### src/rtl/branch_select_unit_if.sv
// Execute-stage branch bus: flag capture, branch resolution request/result and
// the fetch-side prediction lookup, bundled between the pipeline and the unit.
interface branch_select_unit_if #(
  parameter int PC_W = 32
);
  logic            stall;
  logic            flag_we;
  logic            carry_in;
  logic            zero_in;
  logic            sign_in;
  logic            ovf_in;
  logic            br_valid;
  logic [2:0]      br_op;
  logic [PC_W-1:0] br_pc;
  logic            br_pred;
  logic [PC_W-1:0] lk_pc;
  logic            lk_taken;
  logic            res_valid;
  logic [1:0]      pc_sel;
  logic            taken;
  logic            mispredict;

  modport master (
    output stall, flag_we, carry_in, zero_in, sign_in, ovf_in,
    output br_valid, br_op, br_pc, br_pred, lk_pc,
    input  lk_taken, res_valid, pc_sel, taken, mispredict
  );

  modport slave (
    input  stall, flag_we, carry_in, zero_in, sign_in, ovf_in,
    input  br_valid, br_op, br_pc, br_pred, lk_pc,
    output lk_taken, res_valid, pc_sel, taken, mispredict
  );
endinterface

### src/rtl/branch_select_unit.sv
// Registered branch resolver: latches ALU flags, resolves 8 branch ops into a
// next-PC select plus mispredict, and trains a table of 2-bit counters.
module branch_select_unit #(
  parameter int PC_W  = 32,
  parameter int DEPTH = 16
) (
  input logic            clk,
  input logic            reset,
  branch_select_unit_if.slave bus
);
  localparam int IDX_W = $clog2(DEPTH);

  localparam logic [2:0] OP_SEQ  = 3'b000;
  localparam logic [2:0] OP_JIMM = 3'b001;
  localparam logic [2:0] OP_JREG = 3'b010;
  localparam logic [2:0] OP_BC   = 3'b011;
  localparam logic [2:0] OP_BZ   = 3'b100;
  localparam logic [2:0] OP_BS   = 3'b101;
  localparam logic [2:0] OP_BV   = 3'b110;
  localparam logic [2:0] OP_BNZ  = 3'b111;

  localparam logic [1:0] SEL_PC4 = 2'b00;
  localparam logic [1:0] SEL_IMM = 2'b01;
  localparam logic [1:0] SEL_REG = 2'b10;

  localparam logic [1:0] CNT_INIT = 2'b01;

  // Flags packed as {C,Z,S,V}
  logic [3:0] flags_reg;
  logic [3:0] flags_next;

  logic       res_valid_reg, res_valid_next;
  logic [1:0] pc_sel_reg, pc_sel_next;
  logic       taken_reg, taken_next;
  logic       mispredict_reg, mispredict_next;

  logic       eval_taken;
  logic [1:0] eval_sel;
  logic       is_cond;
  logic       update_en;

  logic [IDX_W-1:0] br_idx;
  logic [IDX_W-1:0] lk_idx;

  logic [1:0] counter_reg  [DEPTH];
  logic [1:0] counter_next [DEPTH];

  logic unused_pc_bits;

  function automatic logic [1:0] sat_update(input logic [1:0] cnt, input logic up);
    logic [1:0] res;
    res = cnt;
    if (up) begin
      if (cnt != 2'b11) res = cnt + 2'd1;
    end else begin
      if (cnt != 2'b00) res = cnt - 2'd1;
    end
    return res;
  endfunction

  assign br_idx = bus.br_pc[IDX_W+1:2];
  assign lk_idx = bus.lk_pc[IDX_W+1:2];

  // Bits outside the index window alias by design
  assign unused_pc_bits = ^{bus.br_pc[PC_W-1:IDX_W+2], bus.br_pc[1:0],
                            bus.lk_pc[PC_W-1:IDX_W+2], bus.lk_pc[1:0]};

  always_comb begin
    eval_taken = 1'b0;
    eval_sel   = SEL_PC4;
    is_cond    = 1'b1;
    case (bus.br_op)
      OP_SEQ: begin
        is_cond    = 1'b0;
        eval_taken = 1'b0;
      end
      OP_JIMM: begin
        is_cond    = 1'b0;
        eval_taken = 1'b1;
      end
      OP_JREG: begin
        is_cond    = 1'b0;
        eval_taken = 1'b1;
      end
      OP_BC:   eval_taken = flags_reg[3];
      OP_BZ:   eval_taken = flags_reg[2];
      OP_BS:   eval_taken = flags_reg[1];
      OP_BV:   eval_taken = flags_reg[0];
      OP_BNZ:  eval_taken = ~flags_reg[2];
      default: eval_taken = 1'b0;
    endcase

    if (bus.br_op == OP_JREG) begin
      eval_sel = SEL_REG;
    end else if (eval_taken) begin
      eval_sel = SEL_IMM;
    end else begin
      eval_sel = SEL_PC4;
    end
  end

  always_comb begin
    flags_next      = flags_reg;
    res_valid_next  = 1'b0;
    pc_sel_next     = SEL_PC4;
    taken_next      = 1'b0;
    mispredict_next = 1'b0;
    if (bus.flag_we) begin
      flags_next = {bus.carry_in, bus.zero_in, bus.sign_in, bus.ovf_in};
    end
    if (bus.br_valid) begin
      res_valid_next  = 1'b1;
      pc_sel_next     = eval_sel;
      taken_next      = eval_taken;
      mispredict_next = is_cond & (eval_taken != bus.br_pred);
    end
  end

  assign update_en = bus.br_valid & is_cond;

  generate
    for (genvar gi = 0; gi < DEPTH; gi++) begin : g_counter
      assign counter_next[gi] = (update_en && (br_idx == IDX_W'(gi)))
                                ? sat_update(counter_reg[gi], eval_taken)
                                : counter_reg[gi];
    end
  endgenerate

  // Reset wins over stall; stall freezes every piece of state
  always_ff @(posedge clk) begin
    if (reset) begin
      flags_reg      <= 4'b0000;
      res_valid_reg  <= 1'b0;
      pc_sel_reg     <= SEL_PC4;
      taken_reg      <= 1'b0;
      mispredict_reg <= 1'b0;
      for (int i = 0; i < DEPTH; i++) begin
        counter_reg[i] <= CNT_INIT;
      end
    end else if (!bus.stall) begin
      flags_reg      <= flags_next;
      res_valid_reg  <= res_valid_next;
      pc_sel_reg     <= pc_sel_next;
      taken_reg      <= taken_next;
      mispredict_reg <= mispredict_next;
      for (int i = 0; i < DEPTH; i++) begin
        counter_reg[i] <= counter_next[i];
      end
    end
  end

  // Lookup reads current state, so a same-cycle update is not visible yet
  assign bus.lk_taken   = counter_reg[lk_idx][1];
  assign bus.res_valid  = res_valid_reg;
  assign bus.pc_sel     = pc_sel_reg;
  assign bus.taken      = taken_reg;
  assign bus.mispredict = mispredict_reg;
endmodule

### src/flat_wrapper.sv
// flat-port wrapper written by rule: the top's interface ports become plain ports
module branch_select_unit_flat 
#(
  parameter int PC_W  = 32,
  parameter int DEPTH = 16
)
  (clk, reset, bus_stall, bus_flag_we, bus_carry_in, bus_zero_in, bus_sign_in, bus_ovf_in, bus_br_valid, bus_br_op, bus_br_pc, bus_br_pred, bus_lk_pc, bus_lk_taken, bus_res_valid, bus_pc_sel, bus_taken, bus_mispredict);
  branch_select_unit_if #(.PC_W(PC_W)) bus_i ();
  input logic clk;
  input logic reset;
  input wire logic [$bits(bus_i.stall)-1:0] bus_stall;
  input wire logic [$bits(bus_i.flag_we)-1:0] bus_flag_we;
  input wire logic [$bits(bus_i.carry_in)-1:0] bus_carry_in;
  input wire logic [$bits(bus_i.zero_in)-1:0] bus_zero_in;
  input wire logic [$bits(bus_i.sign_in)-1:0] bus_sign_in;
  input wire logic [$bits(bus_i.ovf_in)-1:0] bus_ovf_in;
  input wire logic [$bits(bus_i.br_valid)-1:0] bus_br_valid;
  input wire logic [$bits(bus_i.br_op)-1:0] bus_br_op;
  input wire logic [$bits(bus_i.br_pc)-1:0] bus_br_pc;
  input wire logic [$bits(bus_i.br_pred)-1:0] bus_br_pred;
  input wire logic [$bits(bus_i.lk_pc)-1:0] bus_lk_pc;
  output wire logic [$bits(bus_i.lk_taken)-1:0] bus_lk_taken;
  output wire logic [$bits(bus_i.res_valid)-1:0] bus_res_valid;
  output wire logic [$bits(bus_i.pc_sel)-1:0] bus_pc_sel;
  output wire logic [$bits(bus_i.taken)-1:0] bus_taken;
  output wire logic [$bits(bus_i.mispredict)-1:0] bus_mispredict;
  assign bus_i.stall = bus_stall;
  assign bus_i.flag_we = bus_flag_we;
  assign bus_i.carry_in = bus_carry_in;
  assign bus_i.zero_in = bus_zero_in;
  assign bus_i.sign_in = bus_sign_in;
  assign bus_i.ovf_in = bus_ovf_in;
  assign bus_i.br_valid = bus_br_valid;
  assign bus_i.br_op = bus_br_op;
  assign bus_i.br_pc = bus_br_pc;
  assign bus_i.br_pred = bus_br_pred;
  assign bus_i.lk_pc = bus_lk_pc;
  assign bus_lk_taken = bus_i.lk_taken;
  assign bus_res_valid = bus_i.res_valid;
  assign bus_pc_sel = bus_i.pc_sel;
  assign bus_taken = bus_i.taken;
  assign bus_mispredict = bus_i.mispredict;
  branch_select_unit #(.PC_W(PC_W), .DEPTH(DEPTH)) u_core (.clk(clk), .reset(reset), .bus(bus_i));
endmodule
### config.mk
export PLATFORM = sky130hd
export DESIGN_NAME = branch_select_unit_flat
export DESIGN_NICKNAME = d
export VERILOG_FILES = /design/src/rtl/branch_select_unit_if.sv /design/src/rtl/branch_select_unit.sv /design/src/flat_wrapper.sv
export SDC_FILE = /design/constraint.sdc
export NUM_CORES = 1
export LEC_CHECK = 0
export BUFFER_PORTS_ARGS = -buffer_cell sky130_fd_sc_hd__buf_2
export CAP_MARGIN = 15
export CORE_MARGIN = 3
export CORE_UTILIZATION = 46
export DETAILED_ROUTE_END_ITERATION = 8
export MAX_ROUTING_LAYER = met4
export PLACE_DENSITY = 0.77
export REMOVE_ABC_BUFFERS = 1
export SLEW_MARGIN = 0
export SYNTH_ARGS = -nofsm -noshare
export SYNTH_HDL_FRONTEND = slang
export SYNTH_SLANG_ARGS = --single-unit
### constraint.sdc
create_clock -name clk -period 1.9 [get_ports clk]
set_clock_uncertainty 0.1 [all_clocks]
set_input_delay 0.095 -clock clk [delete_from_list [all_inputs] [get_ports clk]]
set_output_delay 0.095 -clock clk [all_outputs]
set_load 0.005 [all_outputs]
### After elaboration in Yosys (flattened, before gate mapping)

Memory sizes are Yosys's and may differ from the RTL's.
Index checks and enable logic that the tools add are counted.

* input bits: 77
* memories kept: 1
* bits in writable memories: 32
* logic and storage cells: 227
* output and inout bits: 6
* bits in registers: 9

* multiplexer cells: 93
* reduce and logical (&&, ||, !) cells: 37
* add/subtract/negate cells: 32
* equality and inequality tests: 39
* bitwise gates (word level): 20

Memories
* u_core.counter_reg: depth 16, bits a word 2, read ports 17, clocked after Yosys merged registers in 0, wr ports 16, line branch_select_unit.sv:45 `logic [1:0] counter_reg [DEPTH];`

Operator list (count)
* $mux 2: 82
* $add 2x1->2 const B: 16
* $eq 4x4->1 const B: 8
* $ne 2x2->1 const B: 16
* $reduce_bool 2->1: 16
* $sub 2x1->2 const B: 16
* $eq 4x3->1 const B: 4
* $logic_and 1x1->1: 16
* $or 1x1->1: 16
* $eq 3x3->1 const B: 4
* $mux 1: 10
* $eq 4x2->1 const B: 2
* $pmux 1 s7: 1
* $eq 3x2->1 const B: 2
* $eq 4x1->1 const B: 1
* $logic_not 4->1: 1
* $eq 3x1->1 const B: 1
* $logic_not 3->1: 1
* $reduce_or 3->1: 1
* $and 1x1->1: 2
* $not 1->1: 2
* $reduce_and 2->1: 1
* $reduce_or 2->1: 1
* $ne 1x1->1: 1

### Logic depth before layout (Yosys ltp)

Gate-level depths: netlist of the first run.

* depth after elaboration: 7
* gate-level depth with buffers: 7
* gate-level depth less buffers: 5

### Worst setup path after synthesis of the first run

OpenSTA, ideal clock, no wires.

* path kind: register to register
* from: reg u_core.flags_reg[3] (netlist name)
* to: mem u_core.counter_reg[0][0], enable pin
* path buffers: 1
* data arrival time: 1514 ps
* stages on the path, launching flop included: 6
* required time: 1555 ps
* setup slack: 41 ps
* period minus slack after synthesis: 1859 ps
* setup time: 245 ps
* cells stage by stage: dfxtp_1 > nor4bb_2 > o41ai_4 > buf_2 > or3_1 > a31o_2

RTL lines (line)
* end, declared: branch_select_unit.sv:45

==> results of run 1 <==
layer usage:
layer / global-route usage / vias to the layer above / part of all wire
met2: 0.303 / 64 / 0.48
met3: 0.0408 / 6 / 0.067
li1: - / 971 / -
met4: 0.0567 / 0 / 0.012
met1: 0.252 / 970 / 0.44
met5: - / - / 0
layout make-up:
class	count	area, µm²	share of cell area
Timing Repair Buffer	66	467	0.155
Tap cell	67	83.8	0.0278
Inverter	2	7.51	0.00249
Clock inverter	3	12.5	0.00415
Sequential cell	41	1140	0.379
Clock buffer	5	68.8	0.0228
Multi-Input combinational cell	180	1230	0.408
worst max path at each step:
stage	from	to	slack, ps	depth (start not counted)
5_1_grt	u_core.counter_reg[15][1]$_SDFFCE_PP0P_	bus_lk_taken	-160	3
6_report	u_core.counter_reg[7][1]$_SDFFCE_PN0P_	bus_lk_taken	-130	3
3_5_place_dp	u_core.flags_reg[3]$_SDFFE_PP0P_	u_core.counter_reg[15][1]$_SDFFCE_PP0P_	-70	5
4_1_cts	u_core.counter_reg[7][1]$_SDFFCE_PN0P_	bus_lk_taken	-120	3
3_3_place_gp	u_core.flags_reg[3]$_SDFFE_PP0P_	u_core.counter_reg[15][1]$_SDFFCE_PP0P_	-30	5
2_1_floorplan	u_core.flags_reg[2]$_SDFFE_PP0P_	u_core.counter_reg[15][0]$_SDFFCE_PP1P_	-940	4
worst max-delay path, stage by stage, from the launching register on:
cell      delay, ps
edfxtp_1        410
mux4_2          530
mux4_2          460
buf_2           140
placed cells by master, fill, tap and decap left out, drive strengths merged, types with 2 or more instances in the layout:
master / instances
xnor2: 32
dlygate4sd3: 5
a22oi: 2
nand2b: 7
or3: 18
nor2b: 3
buf: 61
nand3: 18
a31o: 15
edfxtp: 32
clkinv: 3
mux4: 5
inv: 2
nand2: 14
nor2: 40
nor3: 6
mux2i: 3
nand3b: 2
dfxtp: 9
a21oi: 5
clkbuf: 5
cell families after synthesis:
group | Yosys count | synth area share
simple gates | 113 | 0.228
compound gates | 27 | 0.0965
flops | 41 | 0.466
mux | 8 | 0.0582
buf+inv | 16 | 0.0373
xor+xnor | 32 | 0.114
metrics by stage:
| step | util | cells | hold slack, ps |
|---|---|---|---|
| after floorplan | - | 223 | 67.4 |
| final | 0.610 | 364 | 37.6 |
| after global routing | 0.610 | 364 | 40.8 |
| after CTS | 0.607 | 363 | 41.3 |
| after global placement | 0.552 | 334 | 228 |
| after detailed placement | 0.552 | 334 | 229 |
power by group through the flow:
stage / sequential (µW) / clock [µW] / combinational (µW)
after floorplan: 1100 / 0 / 288
after global placement: 1120 / 0 / 433
after detailed placement: 1120 / 0 / 447
after CTS: 1080 / 567 / 534
after global routing: 1090 / 605 / 586
final: 1080 / 564 / 538
repair_timing:
action                     in CTS  in global routing
setup buffers                  16                  1
setup endpoints to repair      33                 33
resized for setup               5                  2
hold buffers                    5                  0
hold endpoints to repair        5                  0
gates cloned                    0                  0
pin swaps                       2                  1
==> results by group, run 1 <==
STA
  – Peak Freq: 0.492 GHz
  – Final worst path period share: 1.07
  – Final number of max-transition violations: 0
  – Final sum of negative setup slack: -131 ps
  – Worst slew slack as a fraction of its limit: 0.701
  – Setup violators final: 1
  – Slew at the pin closest to its max-slew limit: 448 ps
  – Least setup slack across all paths after layout: -131 ps
  – Tmin final: 2030 ps
  – Final Hold Fails: 0
  – Setup repair after global routing missed its margin: yes

Floorplan
  – Die Footprint: 6240 µm²
  – Starting density of the core: 0.496
  – Number of top-level design ports: 83
  – Core footprint: 4940 µm²
  – Vert. Die Dim: 79.0 µm
  – Die Wd: 79.0 µm
  – Standard-cell rows: 25

Critical path
  – Beginning of the worst register-to-register path: u_core.flags_reg[3]$_SDFFE_PP0P_
  – Endpoint kind of the worst setup timing path: output port
  – Type of origin of the critical path: register
  – Internal reg-to-reg setup slack: 10 ps
  – Terminus of the critical flop-to-flop path: u_core.counter_reg[15][1]$_SDFFCE_PP0P_
  – Required time at the endpoint of the critical path: 1700 ps
  – Worst setup path class: register to output port
  – Logic depth of the worst register-to-register path: 5
  – WP data arrival: 1840 ps
  – Critical path fanouts, max: 2

Pwr
  – Switching Fraction: 0.277
  – Clock share of power: 0.258
  – Cell Pwr Density: 724 nW/µm²
  – Sequential share of power: 0.495
  – Leakage power figure: 0.00109 µW
  – Tot Pwr: 2180 µW
  – Proportion of power drawn by combinational gates: 0.246
  – NetSw: 604 µW
  – Internal portion of total power: 1580 µW
  – Peak supply drop: 0.437 mV

Yosys
  – Gate Count Post-Synth: 237
  – Area of the mapped netlist: 2450 µm²
  – Post-synthesis sequential area ratio: 0.466
  – Top area cells in the synthesized netlist: edfxtp_1, xnor2_1, dfxtp_1, nor2_1, mux4_2
  – Mean instance size in the synthesized netlist: 10.3 µm²
  – Unique cell type count in the Yosys netlist: 31
  – Flop and latch count out of synthesis: 41
  – Count of flip-flops with a built-in enable after synthesis: 32
  – YS warnings: 0
  – Most numerous cell in the Yosys netlist: nor2_1
  – Proportion of netlist area held by the largest area contributor: 0.392
  – Top post-synthesis cells by count: nor2_1, edfxtp_1, xnor2_1
  – Largest area contributor in the synthesized netlist: edfxtp_1
  – Async SR Flop Fraction: 0
  – Dominant register cell in the synthesized netlist: edfxtp_1

Detailed routing
  – Via count: 2,011
  – Count of nets left with antenna violations after detail routing: 0
  – Mean routed wirelength per cell: 15.2 µm
  – Total wire length after detailed routing: 5530 µm
  – Drt first-iter violations: 127
  – Detailed Routing Iterations Pass 1: 4
  – Vias per cell: 5.52
  – DR DRC count: 0

Place
  – HPWL after detailed placement: 3830 µm
  – Place WS: -70.0 ps
  – Placed inst area: 2730 µm²
  – Number of buffer cells added on primary ports: 26
  – GP Congestion: 0.802

CTS
  – CTS tree: done
  – Num Clock Sinks: 41
  – Maximum count of clock buffers along a single path: 2
  – CTS root buffer: clkbuf_8
  – Clock-pin transition on the worst setup and hold timing paths: 70 ps
  – Number of buffers added by the clock tree synthesis step: 5
  – Worst-Skew Late Latency: 300 ps
  – H-Tree Depth: 2

Finish
  – Number of diodes added for antenna fixing: 0
  – Area grow syn2layout: 23.0%
  – Fillers: 447
  – Fraction of layout cells with a size suffix above 1: 0.283
  – Finished layout cell area: 3010 µm²
  – Net count of the finished layout: 373
  – Max reg flops: 32

GRT
  – First-pass GRT wire length: 9010 µm
  – Congestion Overflow GR: 0
  – GRT Total Usage: 0.193
  – Number of global-route vias before repair: 1,935
  – Pin count of the biggest net entering global routing: 35
  – Initial antenna violation count: 0

Status
  – Violations in the final reports: negative setup slack
  – Run status: finished, violations left

Min path
  – Startpoint of the tightest hold check path: bus_br_pred
  – Hold Crit Endpoint: u_core.bus.mispredict$_SDFFE_PP0N_
  – Worst min path class: input pin to register
  – Hold Path Depth: 3

Flow run
  – Number of max-cap violations: 0
No activity file was read; power rests on OpenSTA's default activity.
==> run 2, diff against run 1 <==
CELL_PAD_IN_SITES_DETAIL_PLACEMENT = 0   (was unset)
CELL_PAD_IN_SITES_GLOBAL_PLACEMENT = 1   (was unset)
CORE_UTILIZATION = 34   (was 46)
HOLD_SLACK_MARGIN = 0.02   (was unset)
PLACE_DENSITY = unset   (was 0.77)
PLACE_DENSITY_LB_ADDON = 0.1   (was unset)
==> run 2 against run 1 <==
Effect of this change:
- sequential share of layout area down 2.7 points
- critical path type unchanged
- register-to-register slack got worse by 110 ps
- fmax decreased by 0.19%
- sequential power about the same
- global-route usage decreased by 4.1 points
- combinational power is 16% higher
- non-clock buffer count is 4 higher
- via count decreased by 2.4%
- wire length grew 13%
- first-iteration DRC count decreased by 39%
- the flow still finishes with violations (negative setup slack)
- clock power is 3% higher
==> results by group, run 2 (synthesis results as in run 1) <==
Status
  – Run status: finished, violations left
  – Violations in the final reports: negative setup slack

CTS
  – H-Tree Depth: 2
  – CTS root buffer: clkbuf_8
  – Num Clock Sinks: 41
  – CTS tree: done
  – Number of buffers added by the clock tree synthesis step: 5
  – Worst-Skew Late Latency: 300 ps
  – Maximum count of clock buffers along a single path: 2
  – Clock-pin transition on the worst setup and hold timing paths: 80 ps

Flow run
  – Number of max-cap violations: 0

Floorplan
  – Standard-cell rows: 30
  – Vert. Die Dim: 90.9 µm
  – Die Wd: 90.9 µm
  – Die Footprint: 8260 µm²
  – Number of top-level design ports: 83
  – Core footprint: 6910 µm²
  – Starting density of the core: 0.355

Critical path
  – Worst setup path class: register to output port
  – Beginning of the worst register-to-register path: u_core.flags_reg[3]$_SDFFE_PP0P_
  – Required time at the endpoint of the critical path: 1700 ps
  – Type of origin of the critical path: register
  – Critical path fanouts, max: 4
  – Endpoint kind of the worst setup timing path: output port
  – Timing startpoint of the critical path: u_core.counter_reg[4][1]$_SDFFCE_PN0P_
  – WP data arrival: 1840 ps

Place
  – Number of buffer cells added on primary ports: 26
  – HPWL after detailed placement: 4140 µm
  – GP Congestion: 0.718
  – Place WS: -80.0 ps

Finish
  – Area grow syn2layout: 32.7%
  – Most common cell after layout, fill and taps aside: nor2_1
  – Net count of the finished layout: 377
  – Number of diodes added for antenna fixing: 0
  – Max reg flops: 32
  – Fraction of layout cells with a size suffix above 1: 0.346
  – Highest-count cells in the layout ignoring fill and taps: nor2_1, edfxtp_1, xnor2_1

Pwr
  – Tot Pwr: 2290 µW
  – Clock share of power: 0.254
  – Cell Pwr Density: 705 nW/µm²
  – Proportion of power drawn by combinational gates: 0.271
  – Peak supply drop: 0.379 mV
  – Leakage power figure: 0.00117 µW
  – Sequential share of power: 0.475
  – Switching Fraction: 0.282
  – Internal portion of total power: 1650 µW
  – NetSw: 647 µW

GRT
  – Congestion Overflow GR: 0
  – GRT Total Usage: 0.151
  – Initial antenna violation count: 0
  – Number of global-route vias before repair: 1,802
  – Pin count of the biggest net entering global routing: 23
  – First-pass GRT wire length: 9580 µm

Min path
  – Worst min path class: input pin to register
  – Startpoint of the tightest hold check path: bus_br_pred

STA
  – Slew at the pin closest to its max-slew limit: 483 ps
  – Setup repair after global routing missed its margin: yes
  – Final worst path period share: 1.07
  – Setup violators final: 29
  – Final Hold Fails: 0
  – Least setup slack across all paths after layout: -135 ps
  – Worst slew slack as a fraction of its limit: 0.677
  – Final number of max-transition violations: 0
  – Tmin final: 2030 ps
  – Peak Freq: 0.492 GHz

Detailed routing
  – Vias per cell: 4.94
  – Total wire length after detailed routing: 6240 µm
  – Drt first-iter violations: 78
  – Via count: 1,962
  – Detailed Routing Iterations Pass 1: 4
  – Count of nets left with antenna violations after detail routing: 0
  – Mean routed wirelength per cell: 15.7 µm
  – DR DRC count: 0
## run 2: stage by stage
step	instances	setup TNS (ps)	hold slack (ps)	instance area, µm²	util
4_1_cts	383	-626	25.8	3030	0.439
2_1_floorplan	223	-42760	67.4	2370	-
3_5_place_dp	363	-1620	240	2780	0.402
5_1_grt	397	-3790	41.0	3250	0.471
3_3_place_gp	363	-1610	225	2780	0.402
6_report	397	-1870	38.4	3250	0.471
## run 2: worst paths after layout
check                                                                to  slack, ps  cells after the start
worst max register to register  u_core.counter_reg[10][0]$_SDFFCE_PP1P_       -100                      6
worst min register to register        u_core.bus.pc_sel[0]$_SDFFE_PP0N_        390                      2
worst max-delay path                                       bus_lk_taken       -130                      3
worst min-delay path                 u_core.bus.mispredict$_SDFFE_PP0N_         40                      3
## run 2: metal layers
layer  vias to the layer above  part of all wire  GRT usage
met4                         0             0.011     0.0415
met5                         -                 0          -
met1                       948              0.50      0.205
met3                         8             0.027     0.0308
li1                        981                 -          -
met2                        25              0.47      0.232
## run 2: timing repair
action | in CTS | in global routing
resized for setup | 15 | 20
setup buffers | 12 | 14
hold endpoints to repair | 5 | 0
hold buffers | 5 | 0
setup endpoints to repair | 33 | 34
pin swaps | 10 | 11
gates cloned | 0 | 3
## run 2: cell type report
type                       count  area (µm²)
tap                           96         120
timing repair buffer          70         562
fill                         668        3650
multi-input combinational    180        1340
inverter                       2        7.51
sequential                    41        1140
clock inverter                 2        10.0
clock buffer                   6        72.6
## run 2: critical path, cell delays in order, from the launching register on
cell      delay, ps
edfxtp_1        470
mux4_2          470
mux4_2          460
buf_2           140
## run 2: power groups by stage
stage                     combinational [µW]  sequential, µW  clock [µW]
after CTS                                522            1090         590
after detailed placement                 464            1120           0
after global routing                     680            1100         625
after global placement                   460            1120           0
after floorplan                          288            1100           0
final                                    622            1090         581
